--- config.mk ---
export PLATFORM = sky130hd
export DESIGN_NAME = reg_window_ctrl
export DESIGN_NICKNAME = d
export VERILOG_FILES = /design/src/rtl/reg_window_pkg.sv /design/src/rtl/reg_window_ctrl_offset_lifo.sv /design/src/rtl/reg_window_ctrl.sv
export SDC_FILE = /design/constraint.sdc
export NUM_CORES = 1
export LEC_CHECK = 0
export CAP_MARGIN = 20
export CORE_ASPECT_RATIO = 0.75
export CORE_MARGIN = 4
export CORE_UTILIZATION = 59
export CTS_BUF_LIST = sky130_fd_sc_hd__clkbuf_8
export CTS_CLUSTER_DIAMETER = 200
export CTS_CLUSTER_SIZE = 30
export DETAILED_ROUTE_END_ITERATION = 8
export PLACE_DENSITY = 0.85
export SLEW_MARGIN = 20
export SYNTH_ARGS = -nofsm -noshare
export SYNTH_HDL_FRONTEND = slang
export SYNTH_SLANG_ARGS = --single-unit
export TNS_END_PERCENT = 10
--- constraint.sdc ---
create_clock -name Clock -period 6.2 [get_ports Clock]
set_clock_uncertainty 0.05 [all_clocks]
set_input_delay 0.62 -clock Clock [delete_from_list [all_inputs] [get_ports Clock]]
set_output_delay 0.62 -clock Clock [all_outputs]
set_load 0.005 [all_outputs]
--- src/rtl/reg_window_pkg.sv ---
// rtl/reg_window_pkg.sv - shared types and constants for the register window controller
package reg_window_pkg;

   localparam int REG_COUNT = 128;
   localparam int WINDOW    = 8;
   localparam int FP_W      = 7;
   localparam int IDX_W     = 3;

   typedef enum logic [1:0] {
      IDLE   = 2'd0,
      MOVE   = 2'd1,
      SETTLE = 2'd2
   } win_state_e;

endpackage

--- src/rtl/reg_window_ctrl_offset_lifo.sv ---
// rtl/reg_window_ctrl_offset_lifo.sv - LIFO of CALL frame offsets
module offset_lifo
   import reg_window_pkg::*;
#(
   parameter int STACK_DEPTH = 16,
   parameter int CNT_W       = 5
) (
   input  logic             Clock,
   input  logic             nReset,
   input  logic             push,
   input  logic             pop,
   input  logic [IDX_W-1:0] din,
   output logic [IDX_W-1:0] top,
   output logic [CNT_W-1:0] count,
   output logic             full,
   output logic             empty
);

   logic [IDX_W-1:0] mem [STACK_DEPTH];

   assign full  = (count == CNT_W'(STACK_DEPTH));
   assign empty = (count == '0);
   assign top   = mem[0];

   // Occupancy counter; a push on full or a pop on empty is ignored.
   always_ff @(posedge Clock or negedge nReset) begin
      if (!nReset) begin
         count <= '0;
      end else if (push && !full) begin
         count <= count + CNT_W'(1);
      end else if (pop && !empty) begin
         count <= count - CNT_W'(1);
      end
   end

   // Storage shifts so the newest offset always sits in entry 0, keeping top a plain wire.
   always_ff @(posedge Clock) begin
      if (push && !full) begin
         mem[0] <= din;
         for (int i = 1; i < STACK_DEPTH; i++) begin
            mem[i] <= mem[i-1];
         end
      end else if (pop && !empty) begin
         for (int i = 0; i < STACK_DEPTH - 1; i++) begin
            mem[i] <= mem[i+1];
         end
         mem[STACK_DEPTH-1] <= '0;
      end
   end

endmodule

--- src/rtl/reg_window_ctrl.sv ---
// rtl/reg_window_ctrl.sv - frame pointer, window address mapping and CALL/RTN sequencing
module reg_window_ctrl
   import reg_window_pkg::*;
#(
   parameter int STACK_DEPTH = 16,
   parameter int FP_MAX      = REG_COUNT - WINDOW
) (
   input  logic             Clock,
   input  logic             nReset,
   input  logic             Op_Valid,
   output logic             Op_Ready,
   input  logic             Op_Call,
   input  logic             Op_Rtn,
   input  logic [IDX_W-1:0] Call_Offset,
   input  logic [IDX_W-1:0] Dec_Rd,
   input  logic [IDX_W-1:0] Dec_Rs,
   input  logic [IDX_W-1:0] Dec_Rm,
   input  logic             Dec_Rd_Wen,
   input  logic             Dec_Rs_Wen,
   output logic [FP_W-1:0]  Rd_Addr,
   output logic [FP_W-1:0]  Rs_Addr,
   output logic [FP_W-1:0]  Rm_Addr,
   output logic [IDX_W-1:0] Actual_Rd,
   output logic [IDX_W-1:0] Actual_Rs,
   output logic [IDX_W-1:0] Actual_Rm,
   output logic             Rd_Wen,
   output logic             Rs_Wen,
   output logic [FP_W-1:0]  New_FP,
   output logic             FP_move,
   output logic             FP_push_up,
   output logic [FP_W-1:0]  FP,
   output logic [4:0]       Depth,
   output logic             Fault
);

   localparam int DEPTH_W = 5;

   win_state_e       state, state_nxt;
   logic [FP_W-1:0]  fp_q;
   logic             fault_q;

   // Operation captured at acceptance and replayed during MOVE.
   logic             mv_rtn;
   logic [IDX_W-1:0] mv_off;
   logic [IDX_W-1:0] mv_rd;
   logic             mv_rd_wen;

   logic             lifo_push, lifo_pop, lifo_full, lifo_empty;
   logic [IDX_W-1:0] lifo_top;
   logic [DEPTH_W-1:0] lifo_count;

   logic             is_call, is_rtn, is_both;
   logic [FP_W:0]    call_sum;
   logic             call_ok, rtn_ok;
   logic             accept_call, accept_rtn, reject;

   assign is_both = Op_Valid & Op_Call & Op_Rtn;
   assign is_call = Op_Valid & Op_Call & ~Op_Rtn;
   assign is_rtn  = Op_Valid & Op_Rtn & ~Op_Call;

   // One extra bit so FP + offset cannot wrap before the FP_MAX compare.
   assign call_sum = {1'b0, fp_q} + (FP_W+1)'(Call_Offset);
   assign call_ok  = (Call_Offset != '0) && (call_sum <= (FP_W+1)'(FP_MAX)) && !lifo_full;
   assign rtn_ok   = !lifo_empty;

   assign accept_call = (state == IDLE) && is_call && call_ok;
   assign accept_rtn  = (state == IDLE) && is_rtn && rtn_ok;
   assign reject      = (state == IDLE) &&
                        (is_both || (is_call && !call_ok) || (is_rtn && !rtn_ok));

   assign Rs_Addr   = fp_q + FP_W'(Dec_Rs);
   assign Rm_Addr   = fp_q + FP_W'(Dec_Rm);
   assign Actual_Rm = Dec_Rm;
   assign FP        = fp_q;
   assign Depth     = lifo_count;
   assign Fault     = fault_q;

   // State register.
   always_ff @(posedge Clock or negedge nReset) begin
      if (!nReset) begin
         state <= IDLE;
      end else begin
         state <= state_nxt;
      end
   end

   // Next state and outputs; Rd/Rs write enables are held off while in reset.
   always_comb begin
      state_nxt  = state;
      Op_Ready   = 1'b0;
      FP_move    = 1'b0;
      FP_push_up = 1'b0;
      Actual_Rd  = Dec_Rd;
      Actual_Rs  = Dec_Rs;
      Rd_Addr    = fp_q + FP_W'(Dec_Rd);
      Rd_Wen     = 1'b0;
      Rs_Wen     = 1'b0;
      New_FP     = fp_q;
      lifo_push  = 1'b0;
      lifo_pop   = 1'b0;
      case (state)
         IDLE: begin
            Op_Ready = 1'b1;
            Rd_Wen   = Dec_Rd_Wen & ~reject;
            Rs_Wen   = Dec_Rs_Wen & ~reject;
            if (accept_call || accept_rtn) begin
               state_nxt = MOVE;
            end
         end
         MOVE: begin
            FP_move    = 1'b1;
            FP_push_up = mv_rtn;
            Actual_Rs  = mv_off;
            Actual_Rd  = mv_rd;
            Rd_Addr    = fp_q + FP_W'(mv_rd);
            Rd_Wen     = mv_rd_wen;
            New_FP     = mv_rtn ? (fp_q - FP_W'(mv_off)) : (fp_q + FP_W'(mv_off));
            lifo_push  = ~mv_rtn;
            lifo_pop   = mv_rtn;
            state_nxt  = SETTLE;
         end
         SETTLE: begin
            state_nxt = IDLE;
         end
         default: begin
            state_nxt = IDLE;
         end
      endcase
      if (!nReset) begin
         Rd_Wen = 1'b0;
         Rs_Wen = 1'b0;
      end
   end

   // Frame pointer, fault pulse and the captured CALL/RTN operation.
   always_ff @(posedge Clock or negedge nReset) begin
      if (!nReset) begin
         fp_q      <= '0;
         fault_q   <= 1'b0;
         mv_rtn    <= 1'b0;
         mv_off    <= '0;
         mv_rd     <= '0;
         mv_rd_wen <= 1'b0;
      end else begin
         fault_q <= reject;
         if (state == MOVE) begin
            fp_q <= New_FP;
         end
         if (accept_call || accept_rtn) begin
            mv_rtn    <= accept_rtn;
            mv_off    <= accept_rtn ? lifo_top : Call_Offset;
            mv_rd     <= Dec_Rd;
            mv_rd_wen <= Dec_Rd_Wen;
         end
      end
   end

   offset_lifo #(
      .STACK_DEPTH (STACK_DEPTH),
      .CNT_W       (DEPTH_W)
   ) u_offset_lifo (
      .Clock  (Clock),
      .nReset (nReset),
      .push   (lifo_push),
      .pop    (lifo_pop),
      .din    (mv_off),
      .top    (lifo_top),
      .count  (lifo_count),
      .full   (lifo_full),
      .empty  (lifo_empty)
   );

endmodule

==> results.toml, run 1 <==
[pwr]
p_per_area_mw_per_mm2 = 466
ir_worst_vdd_mv = 0.352
p_leak_nw = 2.09

[sta]
rsz0062_at_grt = "no"
setup_viol_count_final = 0
relSlewSlack = 0.392
drv_slew = 0
fin_crit_sh = 0.738
hold_viol = 0
setup-tns-final_ns = 0
worstMarginPinSlew_ns = 0.911
min_period_ns = 4.58
fmax_mhz = 218

[logic_synthesis]
ys_async_sr_fraction = 0.324
syn_nets = 387
syn_area_per_cell_um2 = 12.3
synth_area_leaders = "edfxtp_1 35%, dfrtp_1 14%, mux2_2 13%, ha_1 6.9%, xnor2_1 3.1%"
synthCells = 339
synth-main-ff-cell = "edfxtp_1"
ys_warn_count = 0
synth-edff-count = 48
synth_area_mm2 = 0.00418
synth_commonest_cells = "48 x edfxtp_1, 47 x mux2_2, 24 x inv_1, 23 x dfrtp_1, 23 x ha_1"
synth_most_common_cell = "edfxtp_1"
synth_cell_type_count = 45
ys_ff_latch = 71
synth-seq-area-share = 0.483
yosysTopAreaCellShare = 0.345
synth_area_leader_cell = "edfxtp_1"

[floorplan]
core_area_mm2 = 0.00683
die_y_um = 80.9
die-area_mm2 = 0.00850
ios = 74
fp-row-count = 26
die_x_um = 105
start_util = 0.611

[cells_and_area]
fin_nets = 458
post-route-util = 0.751
register_area_mm2 = 0.00202
drive_above_1_share = 0.173
syn2layout_area_growth_pct = 22.8
multi_input_area_mm2 = 0.00198
antenna_cells = 0
fillers = 443

[worst_hold_path]
hold_start = "mv_rd_wen"
min_path_type = "register to register"

[global_routing]
grt_max_degree = 32
track_usage = 0.234
grt_pass1_wl_mm = 15.3
gr-total-overflow = 0
grt_pass1_vias = 3028
antenna_found_initial = 0

[clock_network]
clk_path_buf_depth = 2
cts_htree_levels = 3
cts-resized-gates = 0
clock-sinks = 71
root_buffer = "clkbuf_8"
path_clk_slew_ns = 0.08
cts_setup_buffers = 0
cts_inserted_buffers = 9
ctsHoldBuffers = 0
insertion_delay_ns = 0.35
cts_tree = "built"

[drt]
ant_nets = 0
drt-initial-drc-count = 153
drc = 0
routed_wl_mm = 9.27
vias = 2897
viasPerCell = 5.81
firstDrtPassIters = 4
route.detailed.wl_per_inst_um = 18.6

[worst_setup_path]
crit_type = "register to output port"
crit_start = "state[1]"
start_kind = "register"
end_kind = "output port"
worstPathArrival_ns = 3.91
timing.rr.start = "state[1]"
worst-endpoint-required_ns = 5.53
crit_fanout = 25

[place]
gp_congestion = 0.801
io_buffers = 73
dp_hpwl_mm = 6.76

[job]
drv_cap = 0

[run_status]
outcome = "completed"
==> cell families (layout without fill, tap and decap cells) <==
| group | count (synthesis) | after routing | share of synthesized area |
|---|---|---|---|
| AO/OA/AOI/OAI | 52 | 52 | 0.0800 |
| XOR/XNOR | 24 | 24 | 0.0503 |
| adder cells (fa/ha/maj) | 29 | 29 | 0.0977 |
| buffers and inverters | 40 | 116 | 0.0431 |
| flip-flops | 71 | 71 | 0.483 |
| multiplexers | 60 | 60 | 0.163 |
| AND/OR/NAND/NOR | 63 | 63 | 0.0833 |
==> final cells by class <==
cell class / instances / area share
Sequential cell: 71 / 0.393
Clock inverter: 7 / 0.0112
Inverter: 24 / 0.0176
Tap cell: 84 / 0.0205
Timing Repair Buffer: 76 / 0.147
Clock buffer: 9 / 0.0242
Multi-Input combinational cell: 228 / 0.386
==> sequential cells by signal (all words and copies together), names as in the netlist <==
| name | cells |
|---|---|
| u_offset_lifo.mem | 48 |
| FP | 7 |
| u_offset_lifo.count | 5 |
| mv_off | 3 |
| mv_rd | 3 |
| state | 2 |
| Fault | 1 |
| mv_rd_wen | 1 |
| mv_rtn | 1 |
==> layer usage <==
metal | GRT usage | part of all wire | routed length, um | vias to the layer above
met1 | 0.312 | 0.46 | 4240 | 1444
li1 | - | - | - | 1367
met4 | 0.0629 | 0.011 | 106 | 0
met3 | 0.0492 | 0.043 | 398 | 14
met2 | 0.394 | 0.49 | 4530 | 72
met5 | 0 | 0 | 0 | -
==> final timing paths <==
check	cells past startpoint	slack, ns	end
worst min register to register	1	0.47	mv_rd_wen
max in group asynchronous	2	5.26	u_offset_lifo.count[4]
worst max register to register	5	2.45	u_offset_lifo.mem[0][3]
worst min-delay path	1	0.47	mv_rd_wen
worst max-delay path	10	1.62	Rd_Addr[5]
min in group asynchronous	2	0.57	FP[4]
==> per-stage QoR <==
step | hold slack (ns) | area [um^2] | std cells | total power (W) | worst slack (ns)
after floorplan | 0.274 | 4180 | 339 | 0.00148 | 2.94
after detailed placement | 0.447 | 4950 | 483 | 0.00204 | 1.79
after CTS | 0.471 | 5130 | 499 | 0.00240 | 1.63
final | 0.471 | 5130 | 499 | 0.00239 | 1.62
after global routing | 0.485 | 5130 | 499 | 0.00256 | 1.31
after global placement | 0.444 | 4950 | 483 | 0.00198 | 1.92
==> report_power, final <==
group | internal [W] | switching (W) | total (W) | leakage [nW]
logic | 0.000686 | 0.000536 | 0.00122 | 1.27
registers | 0.000662 | 0.000156 | 0.000817 | 0.720
clock network | 0.000179 | 0.000172 | 0.000351 | 0.100
total | 0.00153 | 0.000863 | 0.00239 | 2.09
==> cells in the final DEF (no fill, tap or decap), drive strengths merged, types with 3 or more instances in the layout <==
cell           netlist  layout
o211ai               3       3
a21o                 6       6
nand2               19      19
inv                 24      27
clkbuf               7       9
xor2                 9       9
ha                  23      23
clkdlybuf4s50        0      73
xnor2               15      15
nand3                5       5
mux2i                9       9
nor2                 8       8
dfrtp               23      23
nor2b                5       5
and3                 3       3
edfxtp              48      48
buf                  9       3
nand2b               4       4
and2                 5       5
fa                   6       6
mux2                51      51
nor4                 3       3
o21ai               22      22
a21oi               10      10
nand4                4       4
==> critical path, stage by stage, from the launching register on <==
cell and delay, ns:
dfrtp_1 0.37, nand2b_1 0.72, inv_1 0.51, mux2i_1 0.38, inv_1 0.10, ha_1 0.29
a21o_1 0.18, a21oi_1 0.25, nor2_1 0.10, xor2_1 0.15, clkdlybuf4s50_1 0.52
(Power assumes the default switching activity.)
==> run 2: changes to the inputs <==
CORE_UTILIZATION = 55   (was 59)
PLACE_DENSITY = 0.8   (was 0.85)
clock period = 4.5 ns   (was 6.2 ns; I/O delays follow)
==> run 2 against run 1 <==
Effect of this change: clock power rose by 36%; sequential cell count stayed put; global-route usage down 2.7 points; core utilization fell by 4.7 points; routed wire length fell by 4.7%; non-clock buffer count rose by 3; clock-buffer cell count unchanged; critical path depth unchanged; power increased by 37%; via count down 2.3%.
==> results.toml, run 2 (same netlist as run 1, synthesis figures left out) <==
[floorplan]
ios = 74
die-area_mm2 = 0.00907
start_util = 0.567
fp-row-count = 27
die_y_um = 83.5
core_area_mm2 = 0.00736
die_x_um = 109

[worst_setup_path]
end_kind = "output port"
slowest_delay_ns = 0.54
timing.rr.end = "u_offset_lifo.count[4]"
critPathBufInv = 2
crit_fanout = 4
worstPathArrival_ns = 3.52
crit_path_cell_trace = "clkdlybuf4s50_1 > ha_1 > fa_1 > or4_1 > nand3_1 > a2111oi_2 > nor4_4 > nor2_1 > o21ai_0 > clkdlybuf4s50_1"
reg2reg_slack_ns = 1.49
ff2ff_path_depth = 11
crit_slowest_cell = "clkdlybuf4s50_1"
crit_path_frequent_cell = "clkdlybuf4s50_1"
start_kind = "input pin"
critPathTopFamily = "simple AND/OR/NAND/NOR gates"
timing.rr.start = "u_offset_lifo.count[0]"
worst-endpoint-required_ns = 4.00
crit_type = "input pin to output port"

[cells_and_area]
syn2layout_area_growth_pct = 24.1
drive_above_1_share = 0.182
largest_register = "u_offset_lifo.mem"
final_cell_mix = "73 x clkdlybuf4s50_1, 48 x edfxtp_1, 47 x mux2_2"
final_cells = 519
fin_area_mm2 = 0.00518
fin_nets = 461
layout_commonest_cell = "clkdlybuf4s50_1"
antenna_cells = 0
largest_register_ff_count = 48

[sta]
fmax_mhz = 249
hold_viol = 0
rsz0062_at_grt = "no"
relSlewSlack = 0.536
drv_slew = 0
setup_viol_count_final = 0
worstMarginPinSlew_ns = 0.693
fin_crit_sh = 0.894
min_period_ns = 4.02
setup-tns-final_ns = 0

[job]
drv_cap = 0

[global_routing]
gr-total-overflow = 0
grt_pass1_wl_mm = 14.4
antenna_found_initial = 0
grt_pass1_vias = 2847
grt_max_degree = 32
track_usage = 0.207

[place]
io_buffers = 73
dp_hpwl_mm = 6.61
dp.cells = 503
gp_congestion = 0.827
postPlaceCellArea_mm2 = 0.00500

[clock_network]
ctsHoldBuffers = 0
cts_setup_buffers = 0
cts-resized-gates = 0
cts_inserted_buffers = 9
path_clk_slew_ns = 0.07
cts_tree = "built"
cts_htree_levels = 3
clock-sinks = 71
root_buffer = "clkbuf_8"
clk_path_buf_depth = 2
insertion_delay_ns = 0.35

[drt]
routed_wl_mm = 8.83
firstDrtPassIters = 4
route.detailed.wl_per_inst_um = 17.0
vias = 2829
drt-initial-drc-count = 148
viasPerCell = 5.45
ant_nets = 0
drc = 0

[run_status]
outcome = "completed"

[pwr]
p_leak_nw = 2.12
p_per_area_mw_per_mm2 = 630
ir_worst_vdd_mv = 0.468

[worst_hold_path]
min_path_type = "input pin to async pin"
==> run 2: stage by stage <==
step	utilization	total power (W)	setup slack [ns]	hold WS (ns)
5_1_grt	0.704	0.00351	0.318	0.448
3_3_place_gp	0.679	0.00275	0.564	0.443
6_report	0.704	0.00326	0.477	0.425
4_1_cts	0.704	0.00330	0.435	0.420
3_5_place_dp	0.679	0.00281	0.435	0.449
2_1_floorplan	-	0.00205	1.53	0.104
==> run 2: power breakdown <==
group / switching (W) / internal (W) / total (W)
Combinational: 0.000721 / 0.000954 / 0.00167
Clock: 0.000230 / 0.000247 / 0.000477
Sequential: 0.000202 / 0.000912 / 0.00111
==> run 2: area by class of cell <==
class	instances	area, um^2
clock buffers	9	124
clock inverters	7	56.3
fillers	537	2180
inverters	24	90.1
multi-input cells	228	1980
flip-flops and latches	71	2020
well taps	101	126
repair buffers	79	788
==> run 2: worst max-delay path by stage <==
stage / startpoint / slack [ns] / endpoint / cells after the start
after detailed placement: Call_Offset[0] / 0.44 / Rd_Wen / 10
after global routing: Call_Offset[0] / 0.32 / Rd_Wen / 10
after floorplan: u_offset_lifo.count[0] / 1.53 / u_offset_lifo.count[1] / 6
after global placement: Call_Offset[0] / 0.56 / Rd_Wen / 10
final: Call_Offset[0] / 0.48 / Rd_Wen / 10
after CTS: Call_Offset[0] / 0.43 / Rd_Wen / 10
==> run 2: metal layers <==
| layer | GRT usage | up-vias | wire (um) |
|---|---|---|---|
| met4 | 0.0860 | 0 | 181 |
| li1 | - | 1377 | - |
| met3 | 0.0503 | 15 | 523 |
| met1 | 0.295 | 1375 | 4010 |
| met5 | 0 | - | 0 |
| met2 | 0.300 | 62 | 4110 |
==> run 3: changes to the inputs <==
SETUP_SLACK_MARGIN = 0.2   (was default)
==> results of run 3 <==
Same layout as run 2: the final DEF is identical, and so are final timing and power.
